===== config.mk =====
export PLATFORM = sky130hd
export DESIGN_NAME = turbo_dispatch_sched
export DESIGN_NICKNAME = d
export VERILOG_FILES = /design/src/rtl/turbo_pkg.sv /design/src/rtl/turbo_rr_pick.sv /design/src/rtl/turbo_dispatch_sched.sv
export SDC_FILE = /design/constraint.sdc
export NUM_CORES = 1
export LEC_CHECK = 0
export ABC_AREA = 0
export CAP_MARGIN = 15
export CORE_MARGIN = 3
export CORE_UTILIZATION = 49
export CTS_CLUSTER_SIZE = 24
export DETAILED_ROUTE_END_ITERATION = 6
export PLACE_DENSITY = 0.8
export SLEW_MARGIN = 20
export SYNTH_ARGS = -nofsm -noshare
export SYNTH_HDL_FRONTEND = slang
export SYNTH_SLANG_ARGS = --single-unit

===== constraint.sdc =====
create_clock -name clk_bus -period 3.7 [get_ports clk_bus]
set_input_delay 0.74 -clock clk_bus [delete_from_list [all_inputs] [get_ports clk_bus]]
set_output_delay 0.74 -clock clk_bus [all_outputs]
set_load 0.01 [all_outputs]

===== src/rtl/turbo_pkg.sv =====
// Shared sizing, state encoding and lane-wrap helper for the turbo lane dispatcher.
package turbo_pkg;

  localparam int NUM_TURBO = 16;
  localparam int NUM_BEATS = 25;
  localparam int SELW      = $clog2(NUM_TURBO);
  localparam int CNTW      = $clog2(NUM_BEATS);

  typedef enum logic {
    SEARCH = 1'b0,
    LOCK   = 1'b1
  } sched_state_t;

  function automatic logic [SELW-1:0] next_lane(input logic [SELW-1:0] lane);
    if (lane == SELW'(NUM_TURBO - 1)) return '0;
    return lane + 1'b1;
  endfunction

endpackage


===== src/rtl/turbo_rr_pick.sv =====
// Rotating-priority encoder: first set req bit at or after start, wrapping past the top lane.
module turbo_rr_pick
  import turbo_pkg::*;
(
  input  logic [NUM_TURBO-1:0] req,
  input  logic [SELW-1:0]      start,
  output logic                 found,
  output logic [SELW-1:0]      idx
);

  // Scan from the farthest offset down so the nearest hit is written last and wins.
  always_comb begin
    found = 1'b0;
    idx   = start;
    for (int k = NUM_TURBO - 1; k >= 0; k--) begin
      int p;
      p = int'(start) + k;
      if (p >= NUM_TURBO) p = p - NUM_TURBO;
      if (req[SELW'(p)]) begin
        found = 1'b1;
        idx   = SELW'(p);
      end
    end
  end

endmodule


===== src/rtl/turbo_dispatch_sched.sv =====
// Locks one ready, enabled decoder lane per turbo packet (round-robin) and forwards
// that packet's bus beats to it as a registered one-hot enable.
//
//   state  | meaning
//   SEARCH | no lane locked; pick next ready+enabled lane after last_grant
//   LOCK   | lane dec_sel owns the bus until NUM_BEATS beats have been forwarded
module turbo_dispatch_sched
  import turbo_pkg::*;
(
  input  logic                 clk_bus,
  input  logic                 rst_n,
  input  logic                 bus_en,
  output logic                 bus_ready,
  input  logic [NUM_TURBO-1:0] dec_ready,
  input  logic [NUM_TURBO-1:0] cfg_mask,
  output logic [NUM_TURBO-1:0] dec_en,
  output logic [SELW-1:0]      dec_sel,
  output logic                 pkt_done,
  output logic [31:0]          pkt_cnt,
  output logic                 err_beat
);

  sched_state_t   state;
  logic [CNTW-1:0] beat_cnt;
  logic [SELW-1:0] last_grant;

  logic            cand_found;
  logic [SELW-1:0] cand_idx;
  logic            last_beat;
  logic [NUM_TURBO-1:0] sel_onehot;

  turbo_rr_pick u_pick (
    .req   (dec_ready & ~cfg_mask),
    .start (next_lane(last_grant)),
    .found (cand_found),
    .idx   (cand_idx)
  );

  assign last_beat  = bus_en && (beat_cnt == CNTW'(NUM_BEATS - 1));
  assign sel_onehot = {{(NUM_TURBO-1){1'b0}}, 1'b1} << dec_sel;

  always_ff @(posedge clk_bus) begin
    if (!rst_n) begin
      state      <= SEARCH;
      beat_cnt   <= '0;
      last_grant <= SELW'(NUM_TURBO - 1);
      dec_sel    <= '0;
      bus_ready  <= 1'b0;
      dec_en     <= '0;
      pkt_done   <= 1'b0;
      pkt_cnt    <= '0;
      err_beat   <= 1'b0;
    end else begin
      case (state)
        SEARCH: begin
          dec_en   <= '0;
          pkt_done <= 1'b0;
          if (bus_en) err_beat <= 1'b1;
          if (cand_found) begin
            dec_sel   <= cand_idx;
            bus_ready <= 1'b1;
            state     <= LOCK;
          end else begin
            bus_ready <= 1'b0;
          end
        end
        LOCK: begin
          // bus_en alone marks a beat: upstream may still send one beat after ready falls.
          dec_en    <= bus_en ? sel_onehot : '0;
          pkt_done  <= last_beat;
          bus_ready <= dec_ready[dec_sel] && !last_beat;
          if (last_beat) begin
            beat_cnt   <= '0;
            last_grant <= dec_sel;
            pkt_cnt    <= pkt_cnt + 32'd1;
            state      <= SEARCH;
          end else if (bus_en) begin
            beat_cnt <= beat_cnt + 1'b1;
          end
        end
        default: state <= SEARCH;
      endcase
    end
  end

endmodule


# Yosys cells after proc, flatten, opt, wreduce, memory -nomap -nowiden
# Cells that the tools add are included.
# word_totals
ff_bits	65
latchBits	0
ramBits	0
romBits	0
input_bits	35
memories	0
# classes
add_sub_neg	34
n_mul	0
div_mod_pow	0
n_lt_le_gt_ge	33
eq_ne	2
shift	1
muxes	110
bitwise_logic	3
reduce_logical	8
# op_table
op	n
$mux 4	34
$lt 4x6->1 const B	16
$ge 5x5->1 const B	15
$bmux 1 s4	17
$sub 4x1->4 const B	16
$mux 1	52
$add 4x4->5 const B	8
$add 32x1->32 const B	1
$pmux 16 s2	1
$add 4x3->5 const B	4
$and 16x16->16	1
$mux 16	1
$not 16->16	1
$shl 1x4->16 const A	1
$add 4x2->5 const B	2
$mux 5	2
$reduce_and 2->1	4
$pmux 1 s2	3
$add 4x1->5 const B	1
$add 5x1->5 const B	1
$eq 5x5->1 const B	1
$ge 4x5->1 const B	1
$lt 4x5->1 const B	1
$add 4x1->4 const B	1
5 further kinds	6

# Depth between registers and ports, before layout
# Gate-level depths: netlist of run 1.
# logic_depth
ltp_word	27
mapped_depth	15
mapped_depth_nobuf	13

# Cells and area by module
# A second synthesis of run 1 with hierarchy kept.
# unflattened
cells_unflattened	591
hier_area_um2	5305.1
# by_module_without_submodules
module	n_inst	cells_per_inst	area_each_um2	seq_area_each_um2
turbo_dispatch_sched	1	337	3007.9	1301.2
turbo_rr_pick	1	254	2297.2	0.0

# Worst setup path before layout of run 1
# No wires, ideal clock.
# synth_timing
path_kind	register to register
startpoint	register last_grant[0]
endpoint	register dec_sel[0]
arrival_time_ns	3.492
path_slack_ns	0.081
path_stages_with_launch	15
n_path_buf	3
cell_sequence	dfxtp_1 > ha_1 > clkbuf_8 > clkinv_1 > buf_2 > ha_1 > buf_1 > inv_1 > mux4_2 > nand2b_1 > a221oi_1 > o221ai_1 > a31oi_1 > xnor2_1 > a21oi_1
# synth_between
elab_chain_len	26
# synth_lines
item	line_no	rtl
start: declaration	turbo_dispatch_sched.sv:25	logic [SELW-1:0] last_grant;
start signal: assignment	turbo_dispatch_sched.sv:46	last_grant <= SELW'(NUM_TURBO - 1);
start signal: assignment	turbo_dispatch_sched.sv:74	last_grant <= dec_sel;
branches (longest 2 deep; another with $add 4x1->4)	-	
$mux 4 *	turbo_pkg.sv:16	return lane + 1'b1;
$add 4x4->5	turbo_rr_pick.sv:17	p = int'(start) + k;
$sub 4x1->4 / $ge 5x5->1 (equally long branches)	turbo_rr_pick.sv:18	if (p >= NUM_TURBO) p = p - NUM_TURBO;
$mux 4	turbo_rr_pick.sv:18	
$bmux 1 s4	turbo_rr_pick.sv:19	if (req[SELW'(p)]) begin
$mux 1 (implied by the code) (2 in series)	turbo_rr_pick.sv:19	
$mux 1 (16 in series)	turbo_rr_pick.sv:19	
$reduce_and 2->1 (no source line)	-	
end signal: assignment	turbo_dispatch_sched.sv:60	dec_sel <= cand_idx;
end: declaration	turbo_dispatch_sched.sv:17	output logic [SELW-1:0] dec_sel,
# Every way passes the cells marked *. The select of a mux whose other input is x is not followed.
# A chain may end at the register's enable or synchronous reset.

# Worst setup path after layout of run 1
# layout_timing
startpoint	register last_grant[1]
endpoint	register dec_sel[1]
# Same word-level chain as after synthesis.

==> results of run 1 <==
state kept, by name (all words and copies together), names as in the netlist:
register and cells:
bus_ready 1, pkt_cnt 32, last_grant 4, state 1, dec_sel 4, err_beat 1
pkt_done 1, dec_en 16, beat_cnt 5
worst min-delay path by stage:
stage / start / to / slack [ns] / cells after the start
finish: err_beat$_SDFFE_PN0P_ / err_beat$_SDFFE_PN0P_ / 0.47 / 1
global route: err_beat$_SDFFE_PN0P_ / err_beat$_SDFFE_PN0P_ / 0.51 / 1
floorplan: beat_cnt[4]$_SDFFE_PN0P_ / beat_cnt[4]$_SDFFE_PN0P_ / 0.47 / 2
detailed placement: err_beat$_SDFFE_PN0P_ / err_beat$_SDFFE_PN0P_ / 0.46 / 1
global placement: err_beat$_SDFFE_PN0P_ / err_beat$_SDFFE_PN0P_ / 0.45 / 1
CTS: pkt_cnt[31]$_SDFFE_PN0P_ / pkt_cnt[31]$_SDFFE_PN0P_ / 0.47 / 2
cell type report:
cell class / instances / share of cell area
Clock inverter: 6 / 0.01344
Sequential cell: 65 / 0.1943
Tap cell: 133 / 0.02482
Clock buffer: 10 / 0.02053
Inverter: 12 / 0.006718
Timing Repair Buffer: 154 / 0.2068
Multi-Input combinational cell: 449 / 0.5335
metrics by stage:
step | TNS (ns) | worst slack, ns | total power [W] | cell area, µm² | instances
2_1_floorplan | 0 | 0.08084 | 0.0008951 | 5070 | 554
3_3_place_gp | 0 | 0.01488 | 0.001019 | 6406 | 813
3_5_place_dp | -0.01457 | -0.01457 | 0.001022 | 6406 | 813
4_1_cts | 0 | 0.01231 | 0.001706 | 6634 | 829
5_1_grt | 0 | 0.05782 | 0.001766 | 6705 | 829
6_report | 0 | 0.1550 | 0.001701 | 6705 | 829
logic make-up (layout without fill, tap and decap cells):
kind of cell               Yosys count  after routing  share of synthesized area
adders and majority gates           10             10                    0.02468
and+or+nand+nor                    213            213                     0.2246
xor gates and xnor gates            41             41                    0.07527
AOI/OAI and AO/OA                   96             96                     0.1278
DFF                                 65             65                     0.2567
buffers and inverters               40            182                    0.05010
muxes                               89             89                     0.2409
repair_timing:
item	CTS	global route
gates resized for setup	0	19
hold buffers	0	0
setup endpoints to repair	0	6
endpoints found under the hold margin	0	0
cell usage in the layout, fill, tap and decap left out, types with 3 or more instances in the layout:
cell type / n
mux2i_2: 5
o21ai_0: 20
xnor2_2: 6
o221ai_1: 3
mux2_2: 14
buf_4: 64
nand2_1: 40
mux4_2: 22
a31oi_1: 7
mux2i_1: 45
clkbuf_8: 10
clkinv_1: 3
a311oi_1: 3
nor2b_1: 14
nand3_1: 18
nor2_1: 43
inv_1: 8
xnor2_1: 28
o211ai_1: 3
and4_1: 4
nand2b_1: 14
a21oi_1: 24
xor2_1: 7
nor3_1: 10
o22ai_1: 4
and2_1: 30
nand4_1: 8
nand4b_1: 3
dfxtp_1: 64
and3_1: 9
nand3b_1: 4
ha_1: 9
a211oi_1: 8
clkdlybuf4s50_1: 89
power groups by stage:
| stage | Sequential [W] | Clock (W) | Combinational (W) |
|---|---|---|---|
| floorplan | 0.000736 | 0 | 0.000159 |
| global placement | 0.000741 | 0 | 0.000278 |
| detailed placement | 0.000742 | 0 | 0.000281 |
| CTS | 0.000725 | 0.000698 | 0.000282 |
| global route | 0.000728 | 0.000727 | 0.000311 |
| finish | 0.000725 | 0.000686 | 0.000290 |
per-layer routing:
metal | up-vias | share of wire | routed length, µm
met3 | 34 | 0.053 | 823
met1 | 2363 | 0.44 | 6871
met2 | 175 | 0.48 | 7511
met4 | 0 | 0.030 | 468
met5 | - | 0 | 0
li1 | 2310 | - | -
==> flow_summary.json, run 1 <==
{
  "crit_path_end": "dec_sel[1]$_SDFFE_PN0P_",
  "initial_core_util": 0.5116,
  "finalSetupViolCount": 0,
  "r2r_slack_ns": 0.15,
  "syn_avg_cell_area_um2": 9.151,
  "yosys_most_used_dff": "dfxtp_1",
  "relSlewSlack": 0.5758,
  "hp-class": "reg -> reg",
  "h-tree-depth": 3,
  "grt_max_degree": 54,
  "peakVddDrop_v": 0.0001762,
  "crit_chain": "ha_2 > buf_4 > a31oi_4 > buf_8 > mux2i_2 > mux2i_2 > mux4_2 > or2_1 > buf_4 > o311ai_1 > a31oi_1 > xnor2_1 > mux2i_1 > nor2b_1",
  "via_count": 4882,
  "cts.path.max_buffers": 2,
  "r2r-start": "last_grant[1]$_SDFFE_PN1P_",
  "gr-max-usage-layer": "met2",
  "max_stage_delay_ns": 0.53,
  "drv_cap": 0,
  "grt_pass1_vias": 4874,
  "sw_frac_of_total": 0.2600,
  "switching_power_w": 0.0004424,
  "diodes": 0,
  "core_area_um2": 9910,
  "seq_area_um2": 1303,
  "clock_latency_ns": 0.34,
  "nets": 736,
  "clockRootBuffer": "clkbuf_8",
  "crit_start": "last_grant[1]$_SDFFE_PN1P_",
  "r2r_end": "dec_sel[1]$_SDFFE_PN0P_",
  "synth_top_area_cell": "dfxtp_1",
  "fin_worst_skew_ns": 0.01342,
  "syn_nets": 599,
  "drt_pre_antenna_iters": 5,
  "drt_iter0_markers": 410,
  "hold_violations": 0,
  "r2r_cells": 14,
  "grt_use_met3": 0.04139,
  "status": "completed",
  "port_buffers": 89,
  "cp_data_arrival_time_ns": 3.77,
  "grt.overflow.total": 0,
  "p_int_w": 0.001259,
  "p_leak_nw": 2.577,
  "period_needed_ns": 3.545,
  "powerDensity_nw_per_um2": 253.7,
  "cp_max_fo": 12,
  "die_area_um2": 11600,
  "gp_congestion": 1.025,
  "areaGrowthSynthToFinish_pct": 32.26,
  "pwr-share-clk": 0.403,
  "max_freq_mhz": 282.1,
  "cts_setup_buffers": 0,
  "finalCritPeriodShare": 0.9581,
  "path_buf_inv": 3,
  "die_h_um": 107.7,
  "grt_usage": 0.2767,
  "ys_warn_count": 0,
  "layout-drive-gt1-share": 0.2112,
  "drv_slew": 0,
  "fp.dieW_um": 107.7,
  "cpLargestDelayFamily": "multiplexers",
  "seq_power_share": 0.426,
  "worst-path-stages": 14,
  "worst_slew_pin_slew_ns": 0.6355,
  "start_kind": "register",
  "required_ns": 3.93,
  "multi_input_area_um2": 3577,
  "final_antenna_net_count": 0,
  "post-synth-top-count-cell": "dfxtp_1",
  "yosysSeqAreaShare": 0.2567,
  "clock-sinks": 65,
  "ys_seq_elements": 65,
  "viasPerCell": 5.889,
  "crit_type": "reg -> reg",
  "yosys-top-cells-area": "dfxtp_1, mux2i_1, mux4_2, xnor2_1, and2_1",
  "pin_count": 90,
  "clk_pin_slew_ns": 0.07,
  "hold_ws_ns": 0.4712,
  "antenna_found_initial": 0,
  "cts_buffers": 9,
  "hpwlAfterDp_um": 12620,
  "synth_common_cells": "dfxtp_1, mux2i_1, nor2_1",
  "rows": 36,
  "yosysUniqueCellTypes": 67,
  "fillers": 818,
  "use_met1": 0.3651,
  "grt_pass1_wl_um": 25250,
  "synth_top_area_frac": 0.2567,
  "met2_usage": 0.4587,
  "cts_tree": "done",
  "syn_area_um2": 5070,
  "drc": 0,
  "routed_wl_um": 15680,
  "wl_per_cell_um": 18.91,
  "power_frac_comb": 0.171,
  "synth_edf_count": 0,
  "fin_util": 0.6766,
  "netlist_instances": 554,
  "async_reset_ff_frac": 0,
  "rsz0062_at_grt": "no",
  "cp-end-kind": "register",
  "cp_slowest_cell": "mux4_2"
}
Note: power is estimated with default switching activity, not from simulation.
==> inputs of run 2 (changes only) <==
--- a/config.mk
+++ b/config.mk
@@ -8,11 +8,10 @@
 export ABC_AREA = 0
 export CAP_MARGIN = 15
 export CORE_MARGIN = 3
-export CORE_UTILIZATION = 49
+export CORE_UTILIZATION = 35
 export CTS_CLUSTER_SIZE = 24
 export DETAILED_ROUTE_END_ITERATION = 6
-export PLACE_DENSITY = 0.8
-export SLEW_MARGIN = 20
+export PLACE_DENSITY = 0.61
 export SYNTH_ARGS = -nofsm -noshare
 export SYNTH_HDL_FRONTEND = slang
 export SYNTH_SLANG_ARGS = --single-unit
==> constraint.sdc (replaced) <==
create_clock -name clk_bus -period 3.7 [get_ports clk_bus]
set_input_delay 0.74 -clock clk_bus [delete_from_list [all_inputs] [get_ports clk_bus]]
set_output_delay 0.74 -clock clk_bus [all_outputs]
set_load 0.1 [all_outputs]
==> flow_summary.json, run 2 (synthesis results as in run 1) <==
{
  "hpwlAfterDp_um": 12640,
  "whs_path_depth": 1,
  "max_stage_delay_ns": 0.57,
  "r2r_slack_ns": 0.15,
  "fp.dieW_um": 126.4,
  "grt_max_degree": 53,
  "cts_buffers": 9,
  "cp-end-kind": "register",
  "final_antenna_net_count": 0,
  "required_ns": 3.91,
  "layout-drive-gt1-share": 0.2241,
  "drc": 0,
  "grt_usage": 0.1967,
  "clk_pin_slew_ns": 0.06,
  "diodes": 0,
  "hold_violations": 0,
  "drv_cap": 0,
  "switching_power_w": 0.0005174,
  "power_frac_comb": 0.177,
  "fin_worst_skew_ns": 0.01105,
  "areaGrowthSynthToFinish_pct": 36.03,
  "crit_chain": "ha_2 > buf_4 > a31oi_4 > buf_4 > mux2i_2 > mux2i_2 > mux4_2 > or2_1 > a211o_1 > o211ai_1 > a41oi_1 > o21ai_1 > a21oi_1",
  "antenna_found_initial": 0,
  "h-tree-depth": 3,
  "hp-class": "reg -> reg",
  "peakVddDrop_v": 0.0002265,
  "p_int_w": 0.001397,
  "drt_iter0_markers": 435,
  "sw_frac_of_total": 0.2702,
  "cp_max_fo": 7,
  "gp_congestion": 0.9855,
  "clockRootBuffer": "clkbuf_16",
  "nets": 736,
  "largest_reg_flops": 32,
  "initial_core_util": 0.3610,
  "layout_common_cells": "clkdlybuf4s50_1, buf_4, dfxtp_1, nor2_1, mux2i_1",
  "via_count": 4776,
  "viasPerCell": 5.452,
  "finalSetupViolCount": 0,
  "finalCritPeriodShare": 0.9586,
  "core_area_um2": 14040,
  "cp_data_arrival_time_ns": 3.75,
  "crit_type": "reg -> reg",
  "port_buffers": 89,
  "hold_ws_ns": 0.4651,
  "clock-sinks": 65,
  "grt.overflow.total": 0,
  "powerDensity_nw_per_um2": 277.6,
  "grt_pass1_vias": 4548,
  "routed_wl_um": 15930,
  "wl_per_cell_um": 18.18,
  "fin_util": 0.4911,
  "r2r_end": "dec_sel[2]$_SDFFE_PN0P_",
  "whs_endpoint": "err_beat$_SDFFE_PN0P_",
  "r2r_cells": 13,
  "top_register": "pkt_cnt",
  "period_needed_ns": 3.547,
  "r2r-start": "last_grant[1]$_SDFFE_PN1P_",
  "pwr-share-clk": 0.442,
  "max_freq_mhz": 282.0,
  "grt_pass1_wl_um": 25000,
  "layout_commonest_cell": "clkdlybuf4s50_1",
  "worstHoldStart": "err_beat$_SDFFE_PN0P_",
  "drt_pre_antenna_iters": 5,
  "status": "completed",
  "relSlewSlack": 0.3237,
  "start_kind": "register",
  "die_h_um": 126.4,
  "cts_tree": "done",
  "die_area_um2": 15970,
  "p_leak_nw": 2.619,
  "cp_slowest_cell": "mux4_2",
  "seq_power_share": 0.381,
  "drv_slew": 0,
  "fillers": 1276,
  "reg_top3": "pkt_cnt x32, dec_en x16, beat_cnt x5",
  "worst_slew_pin_slew_ns": 1.011,
  "pin_count": 90,
  "clock_latency_ns": 0.33,
  "cts.path.max_buffers": 2,
  "rows": 43
}
[run 2: final cells by class]
class                           instances  area, µm²  area share
Clock buffer                           11      242.7     0.03520
Timing Repair Buffer                  154       1394      0.2021
Clock inverter                          5      55.05    0.007983
Sequential cell                        65       1301      0.1887
Inverter                               12      45.04    0.006531
Multi-Input combinational cell        449       3633      0.5269
Tap cell                              180      225.2     0.03266
[run 2: how the worst max path moves through the flow]
stage	depth (start not counted)	startpoint	endpoint
floorplan	14	last_grant[0]$_SDFFE_PN1P_	dec_sel[0]$_SDFFE_PN0P_
global placement	10	dec_ready[2]	dec_sel[3]$_SDFFE_PN0P_
detailed placement	10	dec_ready[1]	dec_sel[3]$_SDFFE_PN0P_
CTS	13	last_grant[1]$_SDFFE_PN1P_	dec_sel[2]$_SDFFE_PN0P_
global route	12	last_grant[1]$_SDFFE_PN1P_	dec_sel[3]$_SDFFE_PN0P_
finish	13	last_grant[1]$_SDFFE_PN1P_	dec_sel[2]$_SDFFE_PN0P_
[run 2: power groups by stage]
| stage | sequential, W | combinational [W] | clock, W |
|---|---|---|---|
| 2_1_floorplan | 0.000783 | 0.000159 | 0 |
| 3_3_place_gp | 0.000744 | 0.000327 | 0 |
| 3_5_place_dp | 0.000744 | 0.000328 | 0 |
| 4_1_cts | 0.000729 | 0.000329 | 0.000860 |
| 5_1_grt | 0.000731 | 0.000361 | 0.000889 |
| 6_report | 0.000729 | 0.000339 | 0.000847 |
[run 2: repair_timing]
| action | 4_1_cts | 5_1_grt |
|---|---|---|
| setup buffers | 0 | 6 |
| setup endpoints to repair | 0 | 6 |
| hold buffers | 0 | 0 |
| gates resized for setup | 0 | 26 |
[run 2: routing by layer]
metal | vias up | GRT usage | part of all wire
met4 | 0 | 0.06940 | 0.025
li1 | 2299 | - | -
met1 | 2288 | 0.2678 | 0.46
met2 | 163 | 0.3154 | 0.46
met3 | 26 | 0.03411 | 0.056
met5 | - | 0 | 0
[run 2: per-stage QoR]
step | total power [W] | TNS, ns | instances | setup WS [ns] | cell area (µm²)
final | 0.001914 | 0 | 876 | 0.1534 | 6897
after global routing | 0.001980 | -0.01649 | 876 | -0.01649 | 6897
after CTS | 0.001918 | 0 | 870 | 0.06007 | 6720
after detailed placement | 0.001072 | -0.1739 | 854 | -0.06027 | 6422
after global placement | 0.001071 | 0 | 854 | 0.01012 | 6422
after floorplan | 0.0009425 | 0 | 554 | 0.08084 | 5070
[run 2: worst max-delay path: cells and delay by family (launching register included)]
kind            cells  cell delay (ns)
compound gates      6             1.16
fa+ha+maj           1             0.22
buf+inv             2             0.41
flops               1             0.34
mux                 3             0.98
simple gates        1             0.32
